File: src/rtl/control_unit_pkg.sv
// control_unit_pkg
//   Shared definitions for the hardwired control sequencer and the datapath
//   ALU: instruction opcodes (IR[31:27]), ALU operation codes, sequencer
//   state encoding, instruction classes and small decode helpers.
package control_unit_pkg;

  // Instruction opcodes
  localparam logic [4:0] OP_LD   = 5'b00000;
  localparam logic [4:0] OP_LDI  = 5'b00001;
  localparam logic [4:0] OP_ST   = 5'b00010;
  localparam logic [4:0] OP_ADD  = 5'b00011;
  localparam logic [4:0] OP_SUB  = 5'b00100;
  localparam logic [4:0] OP_AND  = 5'b00101;
  localparam logic [4:0] OP_OR   = 5'b00110;
  localparam logic [4:0] OP_ROR  = 5'b00111;
  localparam logic [4:0] OP_ROL  = 5'b01000;
  localparam logic [4:0] OP_SHR  = 5'b01001;
  localparam logic [4:0] OP_SHRA = 5'b01010;
  localparam logic [4:0] OP_SHL  = 5'b01011;
  localparam logic [4:0] OP_ADDI = 5'b01100;
  localparam logic [4:0] OP_ANDI = 5'b01101;
  localparam logic [4:0] OP_ORI  = 5'b01110;
  localparam logic [4:0] OP_DIV  = 5'b01111;
  localparam logic [4:0] OP_MUL  = 5'b10000;
  localparam logic [4:0] OP_NEG  = 5'b10001;
  localparam logic [4:0] OP_NOT  = 5'b10010;
  localparam logic [4:0] OP_BR   = 5'b10011;
  localparam logic [4:0] OP_JR   = 5'b10100;
  localparam logic [4:0] OP_JAL  = 5'b10101;
  localparam logic [4:0] OP_IN   = 5'b10110;
  localparam logic [4:0] OP_OUT  = 5'b10111;
  localparam logic [4:0] OP_MFHI = 5'b11000;
  localparam logic [4:0] OP_MFLO = 5'b11001;
  localparam logic [4:0] OP_NOP  = 5'b11010;
  localparam logic [4:0] OP_HALT = 5'b11011;

  // ALU operation codes share the arithmetic opcode values
  localparam logic [4:0] ALU_ADD = 5'b00011;
  localparam logic [4:0] ALU_AND = 5'b00101;
  localparam logic [4:0] ALU_OR  = 5'b00110;
  localparam logic [4:0] ALU_NOP = 5'b00000;

  // Sequencer states; T3..T7 must stay contiguous and ascending because the
  // execute phase advances by +1 and ends on a >= comparison.
  typedef enum logic [3:0] {
    ST_RST  = 4'd0,
    ST_T0   = 4'd1,
    ST_T1   = 4'd2,
    ST_T2   = 4'd3,
    ST_T3   = 4'd4,
    ST_T4   = 4'd5,
    ST_T5   = 4'd6,
    ST_T6   = 4'd7,
    ST_T7   = 4'd8,
    ST_HALT = 4'd9
  } state_e;

  // Instruction classes: every opcode sharing a step sequence maps to one class
  typedef enum logic [3:0] {
    CLS_RTYPE  = 4'd0,
    CLS_IMM    = 4'd1,
    CLS_MULDIV = 4'd2,
    CLS_UNARY  = 4'd3,
    CLS_LDI    = 4'd4,
    CLS_LD     = 4'd5,
    CLS_ST     = 4'd6,
    CLS_BR     = 4'd7,
    CLS_JR     = 4'd8,
    CLS_JAL    = 4'd9,
    CLS_IN     = 4'd10,
    CLS_OUT    = 4'd11,
    CLS_MFHI   = 4'd12,
    CLS_MFLO   = 4'd13,
    CLS_NOP    = 4'd14,
    CLS_HALT   = 4'd15
  } iclass_e;

  // Final execute step of each class; classes without execute steps end at T2
  function automatic state_e last_step(input iclass_e cls);
    case (cls)
      CLS_JR, CLS_IN, CLS_OUT, CLS_MFHI, CLS_MFLO: last_step = ST_T3;
      CLS_JAL, CLS_UNARY:                          last_step = ST_T4;
      CLS_RTYPE, CLS_IMM, CLS_LDI:                 last_step = ST_T5;
      CLS_MULDIV, CLS_BR:                          last_step = ST_T6;
      CLS_LD, CLS_ST:                              last_step = ST_T7;
      default:                                     last_step = ST_T2;
    endcase
  endfunction

  // ALU operation used by the immediate forms
  function automatic logic [4:0] imm_alu_op(input logic [4:0] opcode);
    case (opcode)
      OP_ADDI: imm_alu_op = ALU_ADD;
      OP_ANDI: imm_alu_op = ALU_AND;
      OP_ORI:  imm_alu_op = ALU_OR;
      default: imm_alu_op = ALU_ADD;
    endcase
  endfunction

endpackage

File: src/rtl/control_unit_opcode_classifier.sv
// opcode_classifier
//   Combinational map from the 5-bit opcode field to the instruction class
//   that selects the execute-step sequence. Unlisted opcodes are NOP.
//   Ports: opcode_i (5) opcode field IR[31:27]; iclass_o instruction class.
module opcode_classifier
  import control_unit_pkg::*;
(
  input  logic [4:0] opcode_i,
  output iclass_e    iclass_o
);

  // Opcode to class lookup
  always_comb begin
    iclass_o = CLS_NOP;
    case (opcode_i)
      OP_ADD, OP_SUB, OP_AND, OP_OR, OP_ROR, OP_ROL,
      OP_SHR, OP_SHRA, OP_SHL:        iclass_o = CLS_RTYPE;
      OP_ADDI, OP_ANDI, OP_ORI:       iclass_o = CLS_IMM;
      OP_MUL, OP_DIV:                 iclass_o = CLS_MULDIV;
      OP_NEG, OP_NOT:                 iclass_o = CLS_UNARY;
      OP_LDI:                         iclass_o = CLS_LDI;
      OP_LD:                          iclass_o = CLS_LD;
      OP_ST:                          iclass_o = CLS_ST;
      OP_BR:                          iclass_o = CLS_BR;
      OP_JR:                          iclass_o = CLS_JR;
      OP_JAL:                         iclass_o = CLS_JAL;
      OP_IN:                          iclass_o = CLS_IN;
      OP_OUT:                         iclass_o = CLS_OUT;
      OP_MFHI:                        iclass_o = CLS_MFHI;
      OP_MFLO:                        iclass_o = CLS_MFLO;
      OP_HALT:                        iclass_o = CLS_HALT;
      default:                        iclass_o = CLS_NOP;
    endcase
  end

endmodule

File: src/rtl/control_unit.sv
// control_unit
//   Hardwired control sequencer: fetch (T0-T2), decode of IR[31:27], then one
//   execute step per Clock. Outputs decode from the state register (plus the
//   instruction class); the only input that reaches an output directly is
//   CON_out, which drives PCin during the branch T6 step.
//   Ports:
//     Clock, Reset (sync, active-low), IR (instruction), CON_out (branch flag),
//     Stop (halt at next instruction boundary)
//     bus drivers:   PCout Zlowout ZHighout MDRout HIout LOout Cout InPortout
//     reg loads:     MARin Zin PCin MDRin IRin Yin HIin LOin OutPortin CON_in
//     strobes:       IncPC Read Write
//     select group:  GRA GRB GRC Rin Rout BAout R15sel
//     operation (ALU op), Run (1 while executing)
module control_unit
  import control_unit_pkg::*;
#(
  parameter int OPW = 5,
  parameter int IRW = 32
) (
  input  logic           Clock,
  input  logic           Reset,
  input  logic [IRW-1:0] IR,
  input  logic           CON_out,
  input  logic           Stop,
  output logic           PCout,
  output logic           Zlowout,
  output logic           ZHighout,
  output logic           MDRout,
  output logic           HIout,
  output logic           LOout,
  output logic           Cout,
  output logic           InPortout,
  output logic           MARin,
  output logic           Zin,
  output logic           PCin,
  output logic           MDRin,
  output logic           IRin,
  output logic           Yin,
  output logic           HIin,
  output logic           LOin,
  output logic           OutPortin,
  output logic           CON_in,
  output logic           IncPC,
  output logic           Read,
  output logic           Write,
  output logic           GRA,
  output logic           GRB,
  output logic           GRC,
  output logic           Rin,
  output logic           Rout,
  output logic           BAout,
  output logic           R15sel,
  output logic [OPW-1:0] operation,
  output logic           Run
);

  state_e         state_q;
  state_e         state_d;
  iclass_e        cls_s;
  state_e         boundary_s;
  logic [OPW-1:0] opcode_s;
  logic           unused_ir_s;

  assign opcode_s    = IR[IRW-1 -: OPW];
  // Operand/immediate fields belong to the datapath, not the sequencer
  assign unused_ir_s = ^IR[IRW-OPW-1:0];

  opcode_classifier u_classifier (
    .opcode_i (opcode_s),
    .iclass_o (cls_s)
  );

  // Where an instruction boundary goes: HALT when Stop is requested
  assign boundary_s = Stop ? ST_HALT : ST_T0;

  // State register with synchronous active-low reset
  always_ff @(posedge Clock) begin
    if (!Reset) begin
      state_q <= ST_RST;
    end else begin
      state_q <= state_d;
    end
  end

  // Next-state logic
  always_comb begin
    state_d = state_q;
    case (state_q)
      ST_RST:  state_d = ST_T0;
      ST_T0:   state_d = ST_T1;
      ST_T1:   state_d = ST_T2;
      ST_T2: begin
        if (cls_s == CLS_HALT) begin
          state_d = ST_HALT;
        end else if (cls_s == CLS_NOP) begin
          state_d = boundary_s;
        end else begin
          state_d = ST_T3;
        end
      end
      ST_HALT: state_d = ST_HALT;
      default: begin
        // Execute steps; >= also recovers if IR changes under an instruction
        if (state_q >= last_step(cls_s)) begin
          state_d = boundary_s;
        end else begin
          state_d = state_e'(state_q + 4'd1);
        end
      end
    endcase
  end

  // Step-output decode
  always_comb begin
    PCout = 1'b0;  Zlowout = 1'b0;  ZHighout = 1'b0;  MDRout = 1'b0;
    HIout = 1'b0;  LOout = 1'b0;    Cout = 1'b0;      InPortout = 1'b0;
    MARin = 1'b0;  Zin = 1'b0;      PCin = 1'b0;      MDRin = 1'b0;
    IRin = 1'b0;   Yin = 1'b0;      HIin = 1'b0;      LOin = 1'b0;
    OutPortin = 1'b0;  CON_in = 1'b0;
    IncPC = 1'b0;  Read = 1'b0;     Write = 1'b0;
    GRA = 1'b0;    GRB = 1'b0;      GRC = 1'b0;       Rin = 1'b0;
    Rout = 1'b0;   BAout = 1'b0;    R15sel = 1'b0;
    operation = ALU_NOP;
    Run = (state_q != ST_RST) && (state_q != ST_HALT);
    case (state_q)
      ST_T0: begin PCout = 1'b1; MARin = 1'b1; IncPC = 1'b1; Zin = 1'b1; end
      ST_T1: begin Zlowout = 1'b1; PCin = 1'b1; Read = 1'b1; MDRin = 1'b1; end
      ST_T2: begin MDRout = 1'b1; IRin = 1'b1; end
      ST_T3: begin
        case (cls_s)
          CLS_RTYPE, CLS_IMM:        begin GRB = 1'b1; Rout = 1'b1; Yin = 1'b1; end
          CLS_MULDIV:                begin GRA = 1'b1; Rout = 1'b1; Yin = 1'b1; end
          CLS_UNARY: begin
            GRB = 1'b1; Rout = 1'b1; Zin = 1'b1; operation = opcode_s;
          end
          CLS_LDI, CLS_LD, CLS_ST:   begin GRB = 1'b1; BAout = 1'b1; Yin = 1'b1; end
          CLS_BR:                    begin GRA = 1'b1; Rout = 1'b1; CON_in = 1'b1; end
          CLS_JR:                    begin GRA = 1'b1; Rout = 1'b1; PCin = 1'b1; end
          CLS_JAL:                   begin PCout = 1'b1; Rin = 1'b1; R15sel = 1'b1; end
          CLS_IN:                    begin InPortout = 1'b1; GRA = 1'b1; Rin = 1'b1; end
          CLS_OUT:                   begin GRA = 1'b1; Rout = 1'b1; OutPortin = 1'b1; end
          CLS_MFHI:                  begin HIout = 1'b1; GRA = 1'b1; Rin = 1'b1; end
          CLS_MFLO:                  begin LOout = 1'b1; GRA = 1'b1; Rin = 1'b1; end
          default: ;
        endcase
      end
      ST_T4: begin
        case (cls_s)
          CLS_RTYPE: begin
            GRC = 1'b1; Rout = 1'b1; Zin = 1'b1; operation = opcode_s;
          end
          CLS_IMM:    begin Cout = 1'b1; Zin = 1'b1; operation = imm_alu_op(opcode_s); end
          CLS_MULDIV: begin
            GRB = 1'b1; Rout = 1'b1; Zin = 1'b1; operation = opcode_s;
          end
          CLS_UNARY:                 begin Zlowout = 1'b1; GRA = 1'b1; Rin = 1'b1; end
          CLS_LDI, CLS_LD, CLS_ST:   begin Cout = 1'b1; Zin = 1'b1; operation = ALU_ADD; end
          CLS_BR:                    begin PCout = 1'b1; Yin = 1'b1; end
          CLS_JAL:                   begin GRA = 1'b1; Rout = 1'b1; PCin = 1'b1; end
          default: ;
        endcase
      end
      ST_T5: begin
        case (cls_s)
          CLS_RTYPE, CLS_IMM, CLS_LDI: begin Zlowout = 1'b1; GRA = 1'b1; Rin = 1'b1; end
          CLS_MULDIV:                  begin Zlowout = 1'b1; LOin = 1'b1; end
          CLS_LD, CLS_ST:              begin Zlowout = 1'b1; MARin = 1'b1; end
          CLS_BR:                      begin Cout = 1'b1; Zin = 1'b1; operation = ALU_ADD; end
          default: ;
        endcase
      end
      ST_T6: begin
        case (cls_s)
          CLS_MULDIV: begin ZHighout = 1'b1; HIin = 1'b1; end
          CLS_LD:     begin Read = 1'b1; MDRin = 1'b1; end
          CLS_ST:     begin GRA = 1'b1; Rout = 1'b1; MDRin = 1'b1; end
          // Branch target is taken only when the registered condition holds
          CLS_BR:     begin Zlowout = 1'b1; PCin = CON_out; end
          default: ;
        endcase
      end
      ST_T7: begin
        case (cls_s)
          CLS_LD:  begin MDRout = 1'b1; GRA = 1'b1; Rin = 1'b1; end
          CLS_ST:  begin Write = 1'b1; end
          default: ;
        endcase
      end
      default: ;
    endcase
  end

endmodule
File: config.mk
export PLATFORM = sky130hd
export DESIGN_NAME = control_unit
export DESIGN_NICKNAME = d
export VERILOG_FILES = /design/src/rtl/control_unit_pkg.sv /design/src/rtl/control_unit_opcode_classifier.sv /design/src/rtl/control_unit.sv
export SDC_FILE = /design/constraint.sdc
export NUM_CORES = 1
export LEC_CHECK = 0
export BUFFER_PORTS_ARGS = -buffer_cell sky130_fd_sc_hd__buf_2
export CAP_MARGIN = 20
export CELL_PAD_IN_SITES_DETAIL_PLACEMENT = 0
export CELL_PAD_IN_SITES_GLOBAL_PLACEMENT = 1
export CORE_UTILIZATION = 31
export CTS_BUF_LIST = sky130_fd_sc_hd__clkbuf_4
export CTS_CLUSTER_DIAMETER = 80
export DETAILED_ROUTE_END_ITERATION = 7
export PLACE_DENSITY = 0.94
export SLEW_MARGIN = 25
export SYNTH_ARGS = -nofsm -noshare
export SYNTH_HDL_FRONTEND = slang
export SYNTH_SLANG_ARGS = --single-unit
File: constraint.sdc
create_clock -name Clock -period 4.3 [get_ports Clock]
set_input_delay 0.215 -clock Clock [delete_from_list [all_inputs] [get_ports Clock]]
set_output_delay 0.215 -clock Clock [all_outputs]
set_load 0.1 [all_outputs]
# == Word level (Yosys, flattened, before mapping) ==
# Memories as Yosys holds them, arrays and structs flattened.
# Cells that the tools add are included.
# totals
reg_bits,4
romBits,192
input_bits,36
out_inout_bits,34
wordCells,111
n_memories,2
# mem_list
name,words,width,rd,rd_clocked_by_memory_dff,write_ports,line,rtl
(no name shown),32,4,1,0,0,control_unit_opcode_classifier.sv:15,case (opcode_i)
(no name shown),16,4,1,0,0,control_unit_pkg.sv:80,case (cls)
# op_classes
n_addsub,1
n_lt_le_gt_ge,1
n_eq_ne,27
muxes,62
n_reduce_logical,17
# ops
operator,count
== test 4 bit (second input constant),10
2-to-1 mux 1 bit,37
== test 4 x 3 -> 1 bit (second input constant),8
case mux 5 bit (3 select lines),2
2-to-1 mux 4 bit,5
case mux 4 bit (5 select lines),1
== test 4 x 2 -> 1 bit (second input constant),4
case mux 1 bit (4 select lines),4
case mux 1 bit (2 select lines),7
OR reduction 7 bit,2
OR reduction 6 bit,2
== test 5 x 4 -> 1 bit (second input constant),2
OR reduction 3 bit,3
== test 4 x 1 -> 1 bit (second input constant),2
zero test 4 bit,2
OR reduction 4 bit,2
case mux 1 bit (3 select lines),2
case mux 3 bit (2 select lines),1
OR reduction 2 bit,3
2-to-1 mux 5 bit,1
case mux 1 bit (5 select lines),1
OR reduction 5 bit,1
adder 4 x 1 -> 4 bit (second input constant),1
greater-or-equal comparator 4 bit,1
4 further kinds,4

# == Depth between registers and ports, before layout ==
# Gate-level depths: netlist (run 1).
# logic_depth
ltp_word,6
ltp_mapped,16
mapped_depth_nobuf,15

# == By module ==
# From an unflattened synthesis (run 1), not the netlist that was laid out.
# unflattened
hier_cells,188
area_unflattened_um2,1315.0
# by_module_without_submodules
module,instances,cells_per_inst,area_each_um2,seq_area_each_um2
control_unit,1,172,1214.9,80.1
opcode_classifier,1,16,100.1,0.0

# == Worst setup path before layout (run 1) ==
# OpenSTA, ideal clock, no wires.
# synth_timing
kind,input-to-output
from,input port IR[28]
to,output port Zin
arrival_time_ns,4.107
t_required_ns,4.085
slack_ns,-0.022
stages,10
path_buffers,1
cell_sequence,or3_1 a21oi_1 nor2_1 mux2_2 inv_1 ha_1 clkbuf_1 nand3_1 o21bai_1 or3_1
# synth_between
elab_chain_len,5
elab_cells_between_ends,14
cone_classes,7 x eq/ne; 4 x mux; 2 x reduce/logical; 1 x memory
# synth_lines
element,line,rtl
"start, declared",control_unit.sv:22,"input logic [IRW-1:0] IR,"
memory read (32 x 4 bit) (*),--,
"== test 4 x 3 -> 1 bit, or another cell as far along",control_unit.sv:148,case (cls_s)
OR reduction 6 bit (no line),--,
2-to-1 mux 1 bit,control_unit.sv:148,
case mux 1 bit (4 select lines) (*),control_unit.sv:125,case (state_q)
"end, declared",control_unit.sv:34,"output logic Zin,"
# Mark *: on every way between the ends. The rest lies on a longest branch, timed or not.

# == Final worst setup path (run 1) ==
# Same ends and word-level chain as after synthesis.

==> results of run 1 <==
## metal layers
layer	GRT usage	routed length, um	up-vias
met5	0	0	-
met4	0.07979	99	0
met3	0.03041	278	12
met2	0.2772	1822	73
met1	0.2475	1707	727
li1	-	-	798
## synthesized netlist by cell type, drive strengths merged, types with 2 or more instances
cell type / n / share of area
nor2: 22 / 0.064
xnor2: 2 / 0.013
dfxtp: 4 / 0.060
nand2: 30 / 0.085
a2111oi: 2 / 0.018
a21boi: 3 / 0.017
and2: 5 / 0.023
nor3: 5 / 0.019
nand3: 5 / 0.019
a31oi: 2 / 0.0094
xor2: 2 / 0.019
and4: 2 / 0.013
nand2b: 5 / 0.023
or3: 4 / 0.019
a22o: 2 / 0.013
a221o: 3 / 0.023
inv: 10 / 0.028
a22oi: 3 / 0.017
buf: 7 / 0.035
o22ai: 4 / 0.019
and3b: 4 / 0.026
a21oi: 10 / 0.038
nor2b: 5 / 0.023
ha: 14 / 0.13
o21a: 2 / 0.011
a221oi: 2 / 0.018
o21ai: 17 / 0.067
o31ai: 3 / 0.017
clkbuf: 6 / 0.017
and3: 6 / 0.028
## final cells by class
type | instances | area (um^2) | area share
Clock buffer | 3 | 22.52 | 0.01435
Inverter | 10 | 37.54 | 0.02392
Multi-Input combinational cell | 176 | 1149 | 0.7321
Sequential cell | 4 | 80.08 | 0.05104
Tap cell | 50 | 62.56 | 0.03987
Timing Repair Buffer | 43 | 217.7 | 0.1388
## critical path, delay by kind of cell
kind                       cells  cell delay [ps]
AOI/OAI and AO/OA              4             1040
and+or+nand+nor                3              760
buffers and inverters          2              500
adders and majority gates      1              380
muxes                          1              290
## logic make-up after synthesis
| logic type | count (synthesis) | synth area share |
|---|---|---|
| mux | 1 | 0.008458 |
| xor+xnor | 4 | 0.03196 |
| fa+ha+maj | 14 | 0.1316 |
| compound gates | 61 | 0.3289 |
| buf+inv | 23 | 0.07989 |
| simple gates | 96 | 0.3590 |
| flops | 4 | 0.06015 |
## worst paths after layout
check             start          to  slack, ps  depth (start not counted)
max              IR[28]         Zin        910                         11
min               Reset  state_q[3]        230                          2
max reg2reg  state_q[0]  state_q[0]       2290                          7
min reg2reg  state_q[0]  state_q[0]        650                          2
## power by group
group          internal, mW  switching (mW)  total (mW)
Sequential           0.0483          0.0185      0.0668
Combinational         0.141           0.554       0.696
Clock                0.0315          0.0195      0.0510
==> impl_metrics.env, run 1 <==
export IMPL_antenna_found_initial=0
export IMPL_detail_route_antenna_nets=0
export IMPL_place_area_um2=1546
export IMPL_drv_slew=0
export IMPL_routed_wl_um=3907
export IMPL_first_global_vias=1365
export IMPL_finalCriticalPeriod_ps=3387
export IMPL_critPathMaxFanout=15
export IMPL_vias_per_cell=5.629
export IMPL_place_detailed_hpwl_um=2865
export IMPL_crit_chain="buf_2, or3_1, a21oi_1, nor2_1, mux2_2, ha_1, o21ai_0, a21oi_1, o21bai_2, or3_1, buf_2"
export IMPL_cts_root_buf="clkbuf_4"
export IMPL_max_slew_worst_pin_slew_ps=594.3
export IMPL_seq_area_frac_synth=0.06015
export IMPL_final_cell_mix="buf_2 (42), nand2_1 (30), nor2_1 (21)"
export IMPL_design_area_um2=1569
export IMPL_nNetsFinal=288
export IMPL_timing_setup_tns_ps=0
export IMPL_n_fill_cell=430
export IMPL_synth_cells=203
export IMPL_hold_buffers=0
export IMPL_port_buffer_count=42
export IMPL_endpoint_kind="output port"
export IMPL_placementRows=23
export IMPL_synthArstFlopShare=0
export IMPL_syn2layout_area_growth_pct=17.86
export IMPL_syn_nets=253
export IMPL_dieHeight_um=67.53
export IMPL_vias=1610
export IMPL_groute_usage_overall=0.1819
export IMPL_skew_ps=4.235
export IMPL_cts_num_sinks=4
export IMPL_drc_errors=0
export IMPL_max_cap_violations=0
export IMPL_ctsHtreeMaxLevel=1
export IMPL_synth_enable_flop_cells=0
export IMPL_cts_resized=0
export IMPL_core_um2=4058
export IMPL_io_pins=70
export IMPL_synth_cell_types=51
export IMPL_setup_violations=0
export IMPL_synthesis_area_um2=1331
export IMPL_final_common_cell="buf_2"
export IMPL_drive_above_1_share=0.2373
export IMPL_grt_pass1_wl_um=6396
export IMPL_grt_overflow=0
export IMPL_largest_reg_flops=4
export IMPL_critPathKind="in2out"
export IMPL_rsz0062_at_grt="no"
export IMPL_top_regs="state_q x4"
export IMPL_grt_max_degree=20
export IMPL_p_per_area_nw_per_um2=518.6
export IMPL_cts_setup_buffers=0
export IMPL_initial_core_util=0.3281
export IMPL_worst_ep_required_time_ps=4090
export IMPL_stdcell_count=286
export IMPL_timing_hold_ws_ps=226.2
export IMPL_finalHoldViolations=0
export IMPL_dp_slack_ps=765.4
export IMPL_die_w_um=67.53
export IMPL_fin_util=0.3867
export IMPL_ys_warn_count=0
export IMPL_p_total_uw=813.6
export IMPL_layout_setup_ws_ps=913.1
export IMPL_regMostFlops="state_q"
export IMPL_synthFlopType="dfxtp_1"
export IMPL_diodes=0
export IMPL_dieArea_um2=4560
export IMPL_outcome="complete, no violations"
export IMPL_hold_class="in2reg"
export IMPL_clkLatencyLatePin_ps=250
export IMPL_drt_pass1_iterations=4
export IMPL_cts_buffers_inserted=3
export IMPL_cp_arrival_ps=3170
export IMPL_fin_crit_sh=0.7876
export IMPL_ys_ff_latch=4
export IMPL_dpl_cell_count=283
export IMPL_syn_avg_cell_area_um2=6.558
export IMPL_cts_tree="yes"
export IMPL_clk_pin_slew_worst_paths_ps=40
export IMPL_start_kind="input port"
export IMPL_wl_per_cell_um=13.66
export IMPL_gp_congestion=0.8436
export IMPL_max_vdd_ir_drop_v=0.0001906
export IMPL_p_leak_nw=0.8009
export IMPL_max_freq_ghz=0.2953
export IMPL_cp_slowest_cell="o21ai_0"
export IMPL_slowest_delay_ps=560
export IMPL_cts_path_max_buffers=2
export IMPL_first_iter_violations=315
export IMPL_slew_limit_headroom=0.5996
Note: power is estimated with default switching activity, not from simulation.
==> inputs of run 2 (changes only) <==
--- a/config.mk
+++ b/config.mk
@@ -9,11 +9,11 @@
 export CAP_MARGIN = 20
 export CELL_PAD_IN_SITES_DETAIL_PLACEMENT = 0
 export CELL_PAD_IN_SITES_GLOBAL_PLACEMENT = 1
-export CORE_UTILIZATION = 31
+export CORE_UTILIZATION = 28
 export CTS_BUF_LIST = sky130_fd_sc_hd__clkbuf_4
 export CTS_CLUSTER_DIAMETER = 80
 export DETAILED_ROUTE_END_ITERATION = 7
-export PLACE_DENSITY = 0.94
+export PLACE_DENSITY = 0.9
 export SLEW_MARGIN = 25
 export SYNTH_ARGS = -nofsm -noshare
 export SYNTH_HDL_FRONTEND = slang
==> constraint.sdc (replaced) <==
create_clock -name Clock -period 2.9 [get_ports Clock]
set_input_delay 0.145 -clock Clock [delete_from_list [all_inputs] [get_ports Clock]]
set_output_delay 0.145 -clock Clock [all_outputs]
set_load 0.1 [all_outputs]
==> run 2 against run 1 <==
Net effect:
- the run now ends with design-rule violations left
- largest cell class unchanged
- critical path depth is 4 higher
- count of clock-buffer cells in the layout did not move
- cell area grew 35%
- sequential power is 48% higher
- first-iteration DRC count fell by 60%
==> impl_metrics.env, run 2 (synthesis gave the netlist of run 1 again) <==
export IMPL_top_regs="state_q x4"
export IMPL_skew_ps=0.1050
export IMPL_clkLatencyLatePin_ps=230
export IMPL_max_vdd_ir_drop_v=0.0003283
export IMPL_slew_limit_headroom=0.6724
export IMPL_setup_violations=0
export IMPL_use_met1=0.2141
export IMPL_port_buffer_count=42
export IMPL_placementRows=24
export IMPL_max_slew_worst_pin_slew_ps=494.8
export IMPL_top_usage_layer="met2"
export IMPL_core_um2=4474
export IMPL_drt_pass1_iterations=6
export IMPL_groute_usage_overall=0.1594
export IMPL_critPathKind="in2reg"
export IMPL_timing_hold_ws_ps=171.9
export IMPL_p_leak_nw=0.9961
export IMPL_dpl_cell_count=309
export IMPL_rsz0062_at_grt="yes"
export IMPL_critPathMaxFanout=5
export IMPL_largest_reg_flops=4
export IMPL_dieArea_um2=5035
export IMPL_drv_slew=0
export IMPL_ctsHtreeMaxLevel=1
export IMPL_r2r_end="state_q[3]"
export IMPL_start_kind="input port"
export IMPL_first_global_vias=1477
export IMPL_cts_buffers_inserted=3
export IMPL_stdcell_count=312
export IMPL_final_common_cell="nand2_1"
export IMPL_drc_errors=5
export IMPL_clk_pin_slew_worst_paths_ps=40
export IMPL_finalHoldViolations=0
export IMPL_violations="design-rule violations"
export IMPL_finalCriticalPeriod_ps=2813
export IMPL_vias_per_cell=5.343
export IMPL_io_pins=70
export IMPL_initial_core_util=0.2975
export IMPL_rr_worst_depth=7
export IMPL_diodes=0
export IMPL_vias=1667
export IMPL_first_iter_violations=126
export IMPL_place_detailed_hpwl_um=3310
export IMPL_p_per_area_nw_per_um2=681.6
export IMPL_cts_path_max_buffers=2
export IMPL_syn2layout_area_growth_pct=58.93
export IMPL_gr_usage_met2=0.2831
export IMPL_max_cap_violations=0
export IMPL_grt_max_degree=15
export IMPL_outcome="finished with violations"
export IMPL_worst_ep_required_time_ps=3020
export IMPL_gp_congestion=0.8574
export IMPL_endpoint_kind="register"
export IMPL_nNetsFinal=312
export IMPL_slowest_delay_ps=390
export IMPL_fin_crit_sh=0.9701
export IMPL_grt_use_met3=0.01140
export IMPL_r2r_setup_slack_ps=1030
export IMPL_routed_wl_um=4177
export IMPL_cp_slowest_cell="or3_4"
export IMPL_final_cell_mix="nand2_1 (29), buf_4 (26), buf_2 (24)"
export IMPL_detail_route_antenna_nets=0
export IMPL_max_freq_ghz=0.3555
export IMPL_critPathCapture="state_q[3]"
export IMPL_die_w_um=70.96
export IMPL_p_total_mw=1.442
export IMPL_startpoint="IR[28]"
export IMPL_antenna_found_initial=0
export IMPL_grt_pass1_wl_um=6651
export IMPL_regMostFlops="state_q"
export IMPL_crit_chain="buf_2, or3_1, a21oi_1, nor2_1, mux2_4, buf_4, ha_1, nand2b_1, buf_4, o21ai_0, ha_1, nor3_1, or3_4, and3_1, o21a_1"
export IMPL_cts_num_sinks=4
export IMPL_r2r_start="state_q[0]"
export IMPL_wl_per_cell_um=13.39
export IMPL_dieHeight_um=70.96
export IMPL_cts_tree="yes"
export IMPL_timing_setup_tns_ps=0
export IMPL_cts_root_buf="clkbuf_4"
export IMPL_grt_overflow=0
export IMPL_drive_above_1_share=0.3615
export IMPL_cp_arrival_ps=2940
export IMPL_hold_class="in2reg"
[run 2: cell types whose count changed in the layout (fill, tap and decap cells not counted), sizes merged]
cell,before,now
buf,43,67
[run 2: worst min-delay path by stage]
| stage | startpoint | end | slack [ps] | depth (start not counted) |
|---|---|---|---|---|
| 2_1_floorplan | Reset | state_q[3] | 260 | 1 |
| 3_3_place_gp | Reset | state_q[3] | 390 | 2 |
| 3_5_place_dp | Reset | state_q[3] | 400 | 2 |
| 4_1_cts | Reset | state_q[3] | 160 | 2 |
| 5_1_grt | Reset | state_q[3] | 180 | 2 |
| 6_report | Reset | state_q[3] | 170 | 2 |
[run 2: repair_timing]
item,in CTS,in global routing
hold endpoints to repair,0,0
hold buffers,0,0
endpoints found under the setup margin,0,9
resized for setup,0,19
setup buffers,0,0
[run 2: layout make-up]
class                   instances  area [um^2]
clock buffers                   3        22.52
well taps                      52        65.06
inverters                      10        40.04
multi-input cells             176         1279
fillers                       458         2359
repair buffers                 67        629.4
flip-flops and latches          4        80.08
[run 2: stage by stage]
stage | utilization | instance area, um^2 | worst slack [ps]
3_5_place_dp | 0.4519 | 2022 | -208.6
5_1_grt | 0.4729 | 2116 | -27.33
6_report | 0.4729 | 2116 | 86.74
3_3_place_gp | 0.4519 | 2022 | -172.0
4_1_cts | 0.4569 | 2044 | 18.62
2_1_floorplan | - | 1428 | -334.0
[run 2: report_power, final]
part / internal [mW] / total, mW / switching, mW
clock network: 0.0462 / 0.0675 / 0.0213
logic: 0.393 / 1.28 / 0.883
registers: 0.0718 / 0.0990 / 0.0272
[run 2: critical path, delay by kind of cell]
kind,cells,cell delay (ps)
simple gates,6,1210
fa+ha+maj,2,540
buf+inv,3,390
compound gates,3,370
mux,1,280
[run 2: layer usage]
metal  share of wire  wire (um)
met5               0          0
met4          0.0034         14
met3           0.044        184
met2            0.49       2056
met1            0.46       1921
